### config.mk
export PLATFORM = sky130hd
export DESIGN_NAME = mag_ram_wr_ctrl
export DESIGN_NICKNAME = d
export VERILOG_FILES = /design/src/rtl/mag_ram_wr_ctrl.sv
export SDC_FILE = /design/constraint.sdc
export NUM_CORES = 1
export LEC_CHECK = 0
export BUFFER_PORTS_ARGS = -buffer_cell sky130_fd_sc_hd__buf_2
export CORE_MARGIN = 5
export CORE_UTILIZATION = 51
export CTS_BUF_LIST = sky130_fd_sc_hd__clkbuf_8
export DETAILED_ROUTE_END_ITERATION = 10
export HOLD_SLACK_MARGIN = 0.15
export PLACE_DENSITY = 0.83
export SLEW_MARGIN = 25
export SYNTH_ARGS = -nofsm -noshare
export SYNTH_HDL_FRONTEND = slang
export SYNTH_SLANG_ARGS = --single-unit
### constraint.sdc
create_clock -name clk -period 2.6 [get_ports clk]
set_clock_uncertainty 0.05 [all_clocks]
set_input_delay 0.65 -clock clk [delete_from_list [all_inputs] [get_ports clk]]
set_output_delay 0.65 -clock clk [all_outputs]
set_load 0.02 [all_outputs]
### src/rtl/mag_ram_wr_ctrl.sv
`default_nettype none
// ============================================================================
// mag_ram_wr_ctrl : writes framed FFT magnitude bins into a two-bank RAM,
//                   single-shot or continuous ping-pong. Optional peak search
//                   is enabled by defining MAG_PEAK_TRACK_EN.
// Revision        : 1.0  initial release
// ============================================================================
module mag_ram_wr_ctrl #(
  parameter int DW        = 16,
  parameter int AW        = 12,
  parameter int DEPTH     = 4096,
  parameter int PEAK_SKIP = 1
) (
  input  logic          clk,
  input  logic          rst_n,
  input  logic          start_i,
  input  logic          abort_i,
  input  logic          cont_i,
  input  logic [DW-1:0] din_i,
  input  logic          din_valid_i,
  input  logic          din_last_i,
  output logic [DW-1:0] wr_data_o,
  output logic [AW:0]   wr_addr_o,
  output logic          wr_en_o,
  output logic          wr_done_o,
  output logic          frame_done_o,
  output logic          rd_bank_o,
  output logic          busy_o,
  output logic          err_sync_o,
  output logic [DW-1:0] peak_val_o,
  output logic [AW-1:0] peak_addr_o
);

  typedef enum logic [1:0] {
    ST_IDLE = 2'd0,
    ST_SYNC = 2'd1,
    ST_CAPT = 2'd2,
    ST_DONE = 2'd3
  } state_t;

  localparam logic [AW-1:0] LAST_BIN = AW'(DEPTH - 1);

  state_t          state_q;
  logic [AW-1:0]   cnt_q;
  logic [AW-1:0]   cnt_d;
  logic            bank_q;
  logic            cont_q;
  logic [DW-1:0]   wr_data_q;
  logic [AW:0]     wr_addr_q;
  logic            wr_en_q;
  logic            wr_done_q;
  logic            frame_done_q;
  logic            rd_bank_q;
  logic            err_sync_q;

  logic            w_beat;
  logic            w_frame_end;

  // A beat is a sample accepted for writing; abort suppresses it.
  assign w_beat      = (state_q == ST_CAPT) && din_valid_i && !abort_i;
  assign w_frame_end = w_beat && (cnt_q == LAST_BIN);
  assign cnt_d       = cnt_q + AW'(1);

  always_ff @(posedge clk or negedge rst_n) begin
    if (!rst_n) begin
      state_q      <= ST_IDLE;
      cnt_q        <= '0;
      bank_q       <= 1'b0;
      cont_q       <= 1'b0;
      wr_data_q    <= '0;
      wr_addr_q    <= '0;
      wr_en_q      <= 1'b0;
      wr_done_q    <= 1'b0;
      frame_done_q <= 1'b0;
      rd_bank_q    <= 1'b0;
      err_sync_q   <= 1'b0;
    end else begin
      wr_en_q      <= 1'b0;
      frame_done_q <= 1'b0;
      if (abort_i) begin
        state_q   <= ST_IDLE;
        cnt_q     <= '0;
        wr_done_q <= 1'b0;
      end else begin
        case (state_q)
          ST_IDLE, ST_DONE: begin
            if (start_i) begin
              state_q    <= ST_SYNC;
              wr_done_q  <= 1'b0;
              err_sync_q <= 1'b0;
              cont_q     <= cont_i;
            end
          end
          ST_SYNC: begin
            if (din_valid_i && din_last_i) begin
              state_q <= ST_CAPT;
              cnt_q   <= '0;
            end
          end
          ST_CAPT: begin
            if (w_beat) begin
              wr_en_q   <= 1'b1;
              wr_data_q <= din_i;
              wr_addr_q <= {bank_q, cnt_q};
              if (w_frame_end) begin
                cnt_q        <= '0;
                frame_done_q <= 1'b1;
                rd_bank_q    <= bank_q;
                if (!din_last_i) err_sync_q <= 1'b1;
                if (cont_q) begin
                  bank_q <= ~bank_q;
                end else begin
                  state_q   <= ST_DONE;
                  wr_done_q <= 1'b1;
                end
              end else if (din_last_i) begin
                // Early last: drop this frame and realign on the next sample.
                err_sync_q <= 1'b1;
                cnt_q      <= '0;
              end else begin
                cnt_q <= cnt_d;
              end
            end
          end
          default: state_q <= ST_IDLE;
        endcase
      end
    end
  end

  assign wr_data_o    = wr_data_q;
  assign wr_addr_o    = wr_addr_q;
  assign wr_en_o      = wr_en_q;
  assign wr_done_o    = wr_done_q;
  assign frame_done_o = frame_done_q;
  assign rd_bank_o    = rd_bank_q;
  assign err_sync_o   = err_sync_q;
  assign busy_o       = (state_q == ST_SYNC) || (state_q == ST_CAPT);

`ifdef MAG_PEAK_TRACK_EN
  localparam logic [AW-1:0] SKIP_BIN = AW'(PEAK_SKIP);

  logic [DW-1:0] run_val_q;
  logic [AW-1:0] run_addr_q;
  logic [DW-1:0] peak_val_q;
  logic [AW-1:0] peak_addr_q;
  logic          w_take;
  logic [DW-1:0] w_best_val;
  logic [AW-1:0] w_best_addr;

  // The first eligible bin seeds the running max, so stale values from a
  // discarded frame never survive into the next one.
  always_comb begin
    w_take      = (cnt_q == SKIP_BIN) || ((cnt_q > SKIP_BIN) && (din_i > run_val_q));
    w_best_val  = w_take ? din_i : run_val_q;
    w_best_addr = w_take ? cnt_q : run_addr_q;
  end

  always_ff @(posedge clk or negedge rst_n) begin
    if (!rst_n) begin
      run_val_q   <= '0;
      run_addr_q  <= '0;
      peak_val_q  <= '0;
      peak_addr_q <= '0;
    end else if (w_beat) begin
      run_val_q  <= w_best_val;
      run_addr_q <= w_best_addr;
      if (w_frame_end) begin
        peak_val_q  <= w_best_val;
        peak_addr_q <= w_best_addr;
      end
    end
  end

  assign peak_val_o  = peak_val_q;
  assign peak_addr_o = peak_addr_q;
`else
  assign peak_val_o  = '0;
  assign peak_addr_o = '0;
`endif

endmodule
`default_nettype wire

-- Yosys cells after proc, flatten, opt, wreduce, memory -nomap -nowiden
Index checks and enable logic that the tools add are counted.
- register bits after elaboration: 50
- output and inout port bits: 63
- bits of input ports: 23
- word-level logic and storage cells: 77
- add/subtract/negate cells: 1
- equal/unequal tests: 13
- reductions and logical operators: 19
- multiplexer cells: 31
- bitwise logic cells: 2
- operators by type and width (operator ; count):
    12-bit 2-to-1 mux ; 5
    12-bit one-hot mux with 2 select lines ; 1
    3-bit != test (second input constant) ; 7
    1-bit 2-to-1 mux ; 16
    5-bit AND reduction ; 3
    12-bit by 1-bit adder with 12-bit output (second input constant) ; 1
    12-bit equality test (second input constant) ; 1
    2-bit 2-to-1 mux ; 6
    3-bit AND reduction ; 3
    2-bit one-hot mux with 3 select lines ; 1
    6-bit AND reduction ; 1
    3-bit nonzero test ; 2
    2-bit equality test (second input constant) ; 2
    1-bit logical AND ; 4
    2-bit != test (second input constant) ; 2
    1-bit one-hot mux with 2 select lines ; 2
    4-bit AND reduction ; 1
    2-bit by 1-bit equality test with 1-bit output (second input constant) ; 1
    2-bit zero test ; 1
    1-bit inverter ; 2
    2-bit nonzero test ; 1
    2-bit OR reduction ; 1
    1-bit zero test ; 1
    1-bit logical OR ; 1

-- Depth between registers and ports, before layout
Gate-level depths: netlist of run 1.
- depth after elaboration: 8
- mapped depth: 7
- gate-level depth less buffers: 7

-- Least setup slack after synthesis of run 1
OpenSTA, ideal clock, no wires.
- kind: in2reg
- from: in abort_i
- to: reg cnt_q[11]
- stages: 6
- arrival time: 2167 ps
- data required time: 2468 ps
- path slack: 301 ps
- path through: buf_6 -> or3b_4 -> or3b_4 -> or2_4 -> o31a_1 -> a31oi_1
- longest elaborated chain between the ends: 7
- elaborated cells on any way between the ends: 11
- ends and longest elaborated chain (element ; RTL line ; source):
    start, declared ; 17 ; input logic abort_i,
    1-bit zero test ; 60 ; assign w_beat = (state_q == ST_CAPT) && din_valid_i && !abort_i;
    1-bit logical AND ; 60 ;
    1-bit logical AND ; 61 ; assign w_frame_end = w_beat && (cnt_q == LAST_BIN);
    12-bit 2-to-1 mux ; 105 ; if (w_frame_end) begin
    12-bit 2-to-1 mux ; 101 ; if (w_beat) begin
    12-bit one-hot mux with 2 select lines ; 85 ; case (state_q)
    12-bit 2-to-1 mux ; 80 ; if (abort_i) begin
    end signal, assigned ; 121 ; cnt_q <= cnt_d;
    end, declared ; 44 ; logic [AW-1:0] cnt_q;
Parallel ways exist; a longest one is shown, timed or not. The select of a mux whose other input is x is not followed.
A chain may end at the register's enable or synchronous reset.

-- Worst setup path after layout of run 1
- from: reg state_q[0]
- to: reg cnt_q[11]
- longest elaborated chain between the ends: 8
- elaborated cells on any way between the ends: 13
- ends and longest elaborated chain (element ; RTL line ; source):
    start, declared ; 43 ; state_t state_q;
    start signal, assigned ; 66 ; state_q <= ST_IDLE;
    start signal, assigned ; 81 ; state_q <= ST_IDLE;
    start signal, assigned ; 88 ; state_q <= ST_SYNC;
    2-bit equality test ; 60, 85 ;
    1-bit logical AND (2 in series) ; 60 ;
    1-bit logical AND ; 61 ;
    12-bit 2-to-1 mux ; 105 ;
    12-bit 2-to-1 mux ; 101 ;
    12-bit one-hot mux with 2 select lines ; 85 ;
    12-bit 2-to-1 mux ; 80 ;
Parallel ways exist; a longest one is shown, timed or not. The select of a mux whose other input is x is not followed.

==> results of run 1 <==
[cells in the mapped netlist (all sizes together), types with 2 or more instances]
cell type	count
dfrtp	50
a21oi	9
xnor2	2
buf	30
and3	4
nand3	7
o21ai	12
ha	3
mux2	31
clkbuf	3
nand2b	3
or2	2
o31ai	4
or3b	2
nand4	3
a31oi	6
nor2	7
inv	6
nor2b	3
nand2	13
[kinds of logic after synthesis]
family	Yosys count
fa+ha+maj	3
compound gates	36
mux	31
xor+xnor	2
simple gates	47
buf+inv	39
flops	50
other cells	1
[routing by layer]
layer  track usage  wire, µm  up-vias  part of all wire
li1              -         -      804                 -
met1         0.201      1990      826              0.43
met2         0.272      2290       62              0.49
met3        0.0378       302        5             0.065
met4        0.0490        52        0             0.011
met5             0         0        -                 0
[through the flow]
stage	cells	utilization
2_1_floorplan	236	-
3_3_place_gp	316	0.592
3_5_place_dp	316	0.592
4_1_cts	324	0.616
5_1_grt	324	0.616
6_report	324	0.616
[state kept, by name, summed over array words and instances, names as in the netlist]
| name | cells |
|---|---|
| bank_q | 1 |
| cnt_q | 12 |
| cont_q | 1 |
| err_sync_o | 1 |
| frame_done_o | 1 |
| rd_bank_o | 1 |
| state_q | 2 |
| wr_addr_o | 13 |
| wr_data_o | 16 |
| wr_done_o | 1 |
| wr_en_o | 1 |
[final cells by class]
cell class,count,area [µm²],share of cell area
multi-input cells,147,977,0.357
well taps,52,65.1,0.0238
flip-flops and latches,50,1250,0.457
inverters,6,22.5,0.00823
clock inverters,3,37.5,0.0137
clock buffers,5,68.8,0.0251
repair buffers,61,315,0.115
[report_power, final]
group	total [µW]	internal (µW)	switching (µW)
registers	1000	929	73.5
logic	746	295	450
clock network	520	280	240
total	2270	1500	764
[critical path, stage by stage, from the launching register on]
cell and delay [ps]:
dfrtp_1 400, inv_1 60, ha_1 260, or3b_4 450, or3b_4 400, or2_4 260
o31a_1 270, a31oi_1 130
[final timing paths]
path | from | to | slack [ps] | cells after the start
max in group asynchronous | rst_n | wr_data_o[5] | 1440 | 2
hold / removal | rst_n | wr_data_o[4] | 340 | 1
hold reg to reg | cnt_q[11] | cnt_q[11] | 410 | 1
setup / recovery | state_q[0] | cnt_q[11] | 250 | 7
setup reg to reg | state_q[0] | cnt_q[11] | 250 | 7
min in group clk | cnt_q[11] | cnt_q[11] | 410 | 1
==> reports/qor.txt, run 1 <==
Core Area - 4440 µm²
Final TNS setup - 0 ps
MaxCap Viol Count - 0
Post-detail-place hpwl - 3490 µm
Min Hold Slack - 339 ps
DR pass1 iterations - 4
Fin nets - 297
Max Root-Sink Buffers - 2
Slew Limit Fails - 0
WL/cell - 14.3 µm
Dpl ws - 181 ps
Period minus WS final - 2350 ps
Row cnt - 24
Final ANT Viol Nets - 0
Final period util - 0.903
Clock sinks - 50
Total GRT Usage - 0.159
Post-synth EDFFs - 0
Synthesized area - 2390 µm²
Clock tree root buffer cell - clkbuf_8
Post-synth top area share - 0.524
WL final - 4640 µm
Initial antenna violation count - 0
Slew HR - 0.522
TritonCTS clock tree - done
Sequential area share after synthesis - 0.524
Overall power - 2270 µW
Post-DP Area - 2630 µm²
#FFs+latches synth - 50
Simple-gate area share of the yosys netlist - 0.106
Placer congestion estimate - 0.841
Synth cell types - 32
Hold Crit Class - in2async
Fmax - 426 MHz
I/O Buffers - 57
CTS Hold Bufs - 0
Static Leak - 0.00146 µW
GRT Residual Overflow - 0
Initial Util - 0.537
Inserted Diodes - 0
RSZ-0062 raised after global routing - false
Post-synthesis mux area share - 0.146
First-pass GRT wire length - 7900 µm
Crit path DAT - 2530 ps
Die width - 78.4 µm
DR vias - 1,697
Top post-synthesis cells by area - dfrtp_1 (52%), mux2_2 (15%), buf_4 (8.8%)
Crit path launch type - flop
Initial DRC count - 138
Worst-path clk slew - 90 ps
Pin count of the biggest net entering global routing - 34
Largest family of logic cells by synthesized area - multiplexers
Clock Latency Late Sink - 300 ps
Most common cell after layout, fill and taps aside - buf_2
Peak supply drop - 420 µV
Crit-path max FO - 7
Status - complete, no violations
Setup violators final - 0
CTS HTree Levels - 2
Setup WS post-layout - 252 ps
Fill count - 361
# Post-CTS Setup Buffers - 0
Layout area overhead - 14.7%
Most frequent cells in the layout - buf_2 (57), dfrtp_1 (50), mux2_2 (31)
Mapped Avg Cell Area - 11.4 µm²
Top FF cell, synth - dfrtp_1
Critical Path RT - 2780 ps
Post-cts resize count - 0
Number of synthesis warnings - 0
Final hold vios - 0
Crit end category - flop
Synth Instances - 209
Synth Area in Compound Gates - 0.0896
Vias in the first global route - 1,695
Final Instance Area - 2740 µm²
WS Path Type - reg2reg
Cell Pwr Density - 829 nW/µm²
# IOs - 86
Synth Area in Adders - 0.0157
Async SR Flop Fraction - 1.00
Die area - 6150 µm²
Layout cells sized above 1 - 0.379
Worst-margin pin slew - 716 ps
Post-Synth XOR/XNOR Area - 0.00734
Die Y - 78.4 µm
Vias per inst - 5.24
Cell taking the most area after synthesis - dfrtp_1
Drc violations - 0
CTS buffer count - 5
Note: power is estimated with default switching activity, not from simulation.
==> inputs of run 2 (changes only) <==
REMOVE_ABC_BUFFERS = 1   (was default)
==> run 2 against run 1 <==
Against the previous run: setup slack lost 5.3 ps; register-to-register slack is essentially flat; core utilization shrank 0.37 points; clock power shrank 16%; flip-flop and latch count is the same; combinational power shrank 2%; via count shrank 1.4%.
==> reports/qor.txt, run 2 (synthesized netlist as in run 1, its figures left out) <==
Setup violators final - 0
Die Y - 78.4 µm
Final period util - 0.905
Comb power frac - 0.338
Initial antenna violation count - 0
Critical path's largest stage delay - 440 ps
Max reg flops - 16
Fin nets - 298
# Post-CTS Setup Buffers - 0
Critical Path RT - 2770 ps
WS Path Type - reg2reg
Initial DRC count - 78
GRT Residual Overflow - 0
Clock tree root buffer cell - clkbuf_8
Dpl ws - 150 ps
Inserted Diodes - 0
# IOs - 86
Crit-path slowest cell - or3b_4
Final TNS setup - 0 ps
Overall power - 2170 µW
Sw frac - 0.340
Pin count of the biggest net entering global routing - 28
Row cnt - 24
First-pass GRT wire length - 7590 µm
Max Root-Sink Buffers - 2
Hold Crit Class - in2async
Slew Limit Fails - 0
Crit path launch type - flop
Crit-path max FO - 7
Crit end category - flop
CTS buffer count - 5
Top cell by count, worst path - or3b_4
Final core utilization - 0.612
Status - complete, no violations
Reg power frac - 0.460
Final ANT Viol Nets - 0
Switching power - 736 µW
Clock network fraction of total power - 0.201
Initial Util - 0.537
Static Leak - 0.00145 µW
WL final - 4450 µm
Drc violations - 0
Worst-margin pin slew - 591 ps
Period minus WS final - 2350 ps
Post-cts resize count - 0
Die width - 78.4 µm
MaxCap Viol Count - 0
Clock Latency Late Sink - 290 ps
Final Instance Area - 2720 µm²
Post-detail-place hpwl - 3410 µm
Vias per inst - 5.18
Pint - 1430 µW
CP cell instances - inv_1 > ha_1 > or3b_4 > or3b_4 > or2_4 > o31a_1 > a31oi_1
Slew HR - 0.606
Fmax - 425 MHz
Clock sinks - 50
Peak supply drop - 521 µV
Post-DP Area - 2640 µm²
Placer congestion estimate - 0.824
Most common cell after layout, fill and taps aside - buf_2
CTS Hold Bufs - 0
I/O Buffers - 57
DR vias - 1,673
CTS HTree Levels - 2
Worst-path clk slew - 80 ps
Setup WS post-layout - 247 ps
Vias in the first global route - 1,653
Final hold vios - 0
Die area - 6150 µm²
Layout cells sized above 1 - 0.384
Layout area overhead - 14.0%
Core Area - 4440 µm²
Most frequent cells in the layout - buf_2 (57), dfrtp_1 (50), mux2_2 (31)
WL/cell - 13.8 µm
DR pass1 iterations - 4
TritonCTS clock tree - done
Crit path DAT - 2520 ps
Cell Pwr Density - 796 nW/µm²
RSZ-0062 raised after global routing - false
Total GRT Usage - 0.154
-- run 2: cell count changes in the layout (fill, tap and decap cells not counted) --
cell,before,now
inv_1,8,6
bufinv_16,1,0
buf_4,4,5
clkbuf_8,5,6
-- run 2: final timing paths --
check | slack, ps | endpoint | depth (start not counted) | start
setup reg to reg | 250 | cnt_q[11] | 7 | state_q[0]
min in group clk | 430 | wr_addr_o[11] | 2 | wr_addr_o[11]
max in group asynchronous | 1610 | wr_data_o[8] | 2 | rst_n
hold reg to reg | 430 | wr_addr_o[11] | 2 | wr_addr_o[11]
setup / recovery | 250 | cnt_q[11] | 7 | state_q[0]
hold / removal | 300 | wr_en_o | 1 | rst_n
-- run 2: cell type report --
| cell class | instances | area, µm² |
|---|---|---|
| Tap cell | 52 | 65.1 |
| Inverter | 6 | 22.5 |
| Sequential cell | 50 | 1250 |
| Multi-Input combinational cell | 147 | 977 |
| Clock buffer | 6 | 82.6 |
| Timing Repair Buffer | 62 | 323 |
| Fill cell | 396 | 1720 |
-- run 2: power groups by stage --
stage	clock network [µW]	logic [µW]	registers, µW
after floorplan	0	334	1180
after global routing	483	794	1020
after global placement	0	727	1010
after CTS	461	744	1000
after detailed placement	0	743	1020
final	436	733	997
-- run 2: layer usage --
metal	wire length, µm	global-route usage	vias to the layer above
met2	2140	0.259	70
met3	386	0.0446	6
li1	-	-	795
met4	71	0.0559	0
met5	0	0	-
met1	1850	0.190	802
-- run 2: worst max-delay path, delay by kind of cell, from the launching register on --
kind,cells,cell delay [ps]
buf+inv,1,60
compound gates,2,420
fa+ha+maj,1,240
flops,1,400
simple gates,3,1100
-- run 2: stage by stage --
step	instances	hold slack (ps)
4_1_cts	323	303
5_1_grt	323	338
3_3_place_gp	317	387
3_5_place_dp	317	415
2_1_floorplan	203	304
6_report	323	300
==> inputs of run 3 (changes only) <==
CORE_UTILIZATION = 49   (was 51)
CTS_BUF_LIST = sky130_fd_sc_hd__clkbuf_16   (was sky130_fd_sc_hd__clkbuf_8)
PLACE_DENSITY = 0.8   (was 0.83)
TNS_END_PERCENT = 10   (was default)
==> run 3 against run 2 <==
Against the previous run: global-route usage down 0.33 points; count of clock-buffer cells in the layout down 1; clock power up 64%; die area up 3.6%; first-iteration DRC count up 62%; sequential power about the same; total power up 13%; critical path type unchanged; largest power group unchanged.
==> reports/qor.txt, run 3 (synthesized netlist as in run 1, its figures left out) <==
Crit path DAT - 2560 ps
I/O Buffers - 57
Comb power frac - 0.301
DR pass1 iterations - 4
Clock sinks - 50
Reg power frac - 0.408
Pin count of the biggest net entering global routing - 33
Setup violators final - 0
Worst-margin pin slew - 699 ps
Die width - 79.8 µm
Crit path launch type - flop
Most common cell after layout, fill and taps aside - buf_2
Reg2Reg Setup Slack - 190 ps
Final core utilization - 0.595
RSZ-0062 raised after global routing - false
CTS Hold Bufs - 0
Switching power - 775 µW
MaxCap Viol Count - 0
Fmax - 415 MHz
Critical Path RT - 2750 ps
Die Y - 79.8 µm
Clock network fraction of total power - 0.291
DR vias - 1,697
Slew Limit Fails - 0
Final ANT Viol Nets - 0
GRT Residual Overflow - 0
Layout cells sized above 1 - 0.379
Initial DRC count - 126
TritonCTS clock tree - done
FF-to-FF End - cnt_q[11]
Final hold vios - 0
Most frequent cells in the layout - buf_2 (57), dfrtp_1 (50), mux2_2 (31)
Fin nets - 297
Critical path's largest stage delay - 450 ps
# Post-CTS Setup Buffers - 0
Reg2reg path depth - 7
Layout area overhead - 17.8%
Top cell by count, worst path - or3b_4
Worst-path clk slew - 60 ps
Final period util - 0.926
Dpl ws - 102 ps
Row cnt - 25
Die area - 6370 µm²
CP cell instances - inv_1 > ha_1 > or3b_4 > or3b_4 > or2_4 > o31a_1 > a31oi_1
Slew HR - 0.534
Vias in the first global route - 1,589
Cell Pwr Density - 870 nW/µm²
Placer congestion estimate - 0.834
Max Root-Sink Buffers - 2
Peak supply drop - 365 µV
Static Leak - 0.00149 µW
First-pass GRT wire length - 7560 µm
Vias per inst - 5.01
Core Area - 4720 µm²
Inserted Diodes - 0
WL final - 4590 µm
Crit end category - flop
Max reg flops - 16
Clock Latency Late Sink - 280 ps
Sw frac - 0.317
# IOs - 86
Setup WS post-layout - 192 ps
Crit. Startpoint - state_q[0]
Hold Crit Class - in2async
Overall power - 2450 µW
Worst R2R Start - state_q[0]
Initial antenna violation count - 0
Crit-path max FO - 7
Status - complete, no violations
Drc violations - 0
Period minus WS final - 2410 ps
Post-cts resize count - 0
Clock tree root buffer cell - clkbuf_16
Crit-path slowest cell - or3b_4
Pint - 1670 µW
Total GRT Usage - 0.151
CTS buffer count - 5
WL/cell - 13.5 µm
Final TNS setup - 0 ps
WS Path Type - reg2reg
Post-detail-place hpwl - 3440 µm
CTS HTree Levels - 2
Initial Util - 0.505
run 3: cell count changes in the layout (fill, tap and decap cells not counted), sizes merged:
cell,previous run,this run
clkbuf,6,5
buf,62,61
inv,6,8
bufinv,0,1
run 3: worst max path at each step:
stage / end / cells after the start
2_1_floorplan: rd_bank_o / 6
3_3_place_gp: cnt_q[11] / 6
3_5_place_dp: cnt_q[11] / 6
4_1_cts: cnt_q[11] / 7
5_1_grt: cnt_q[11] / 7
6_report: cnt_q[11] / 7
run 3: through the flow:
stage | cells | hold slack, ps | cell area [µm²]
after floorplan | 203 | 304 | 2250
after global placement | 331 | 394 | 2650
after detailed placement | 331 | 425 | 2650
after CTS | 339 | 374 | 2810
after global routing | 339 | 423 | 2810
final | 339 | 357 | 2810
run 3: worst max-delay path, delay by kind of cell (launching register included):
family / cells / cell delay [ps]
and+or+nand+nor: 3 / 1110
adders and majority gates: 1 / 260
DFF: 1 / 400
AOI/OAI and AO/OA: 2 / 440
buffers and inverters: 1 / 60
run 3: power groups by stage:
stage	combinational, µW	sequential [µW]	clock [µW]
after CTS	747	1000	719
after detailed placement	746	1020	0
after floorplan	334	1180	0
after global placement	727	1010	0
after global routing	808	1020	756
final	737	998	713
run 3: metal layers:
metal  wire length (µm)  up-vias  share of wire  global-route usage
met2               2130       79           0.46               0.235
met3                436        5          0.095              0.0451
met5                  0        -              0                   0
met4                 34        0         0.0074              0.0389
li1                   -      798              -                   -
met1               1990      815           0.43               0.206
run 3: final cells by class:
cell class / count / area (µm²)
Multi-Input combinational cell: 147 / 977
Fill cell: 400 / 1910
Clock inverter: 3 / 37.5
Clock buffer: 5 / 125
Tap cell: 67 / 83.8
Inverter: 6 / 22.5
Sequential cell: 50 / 1250
Timing Repair Buffer: 61 / 315
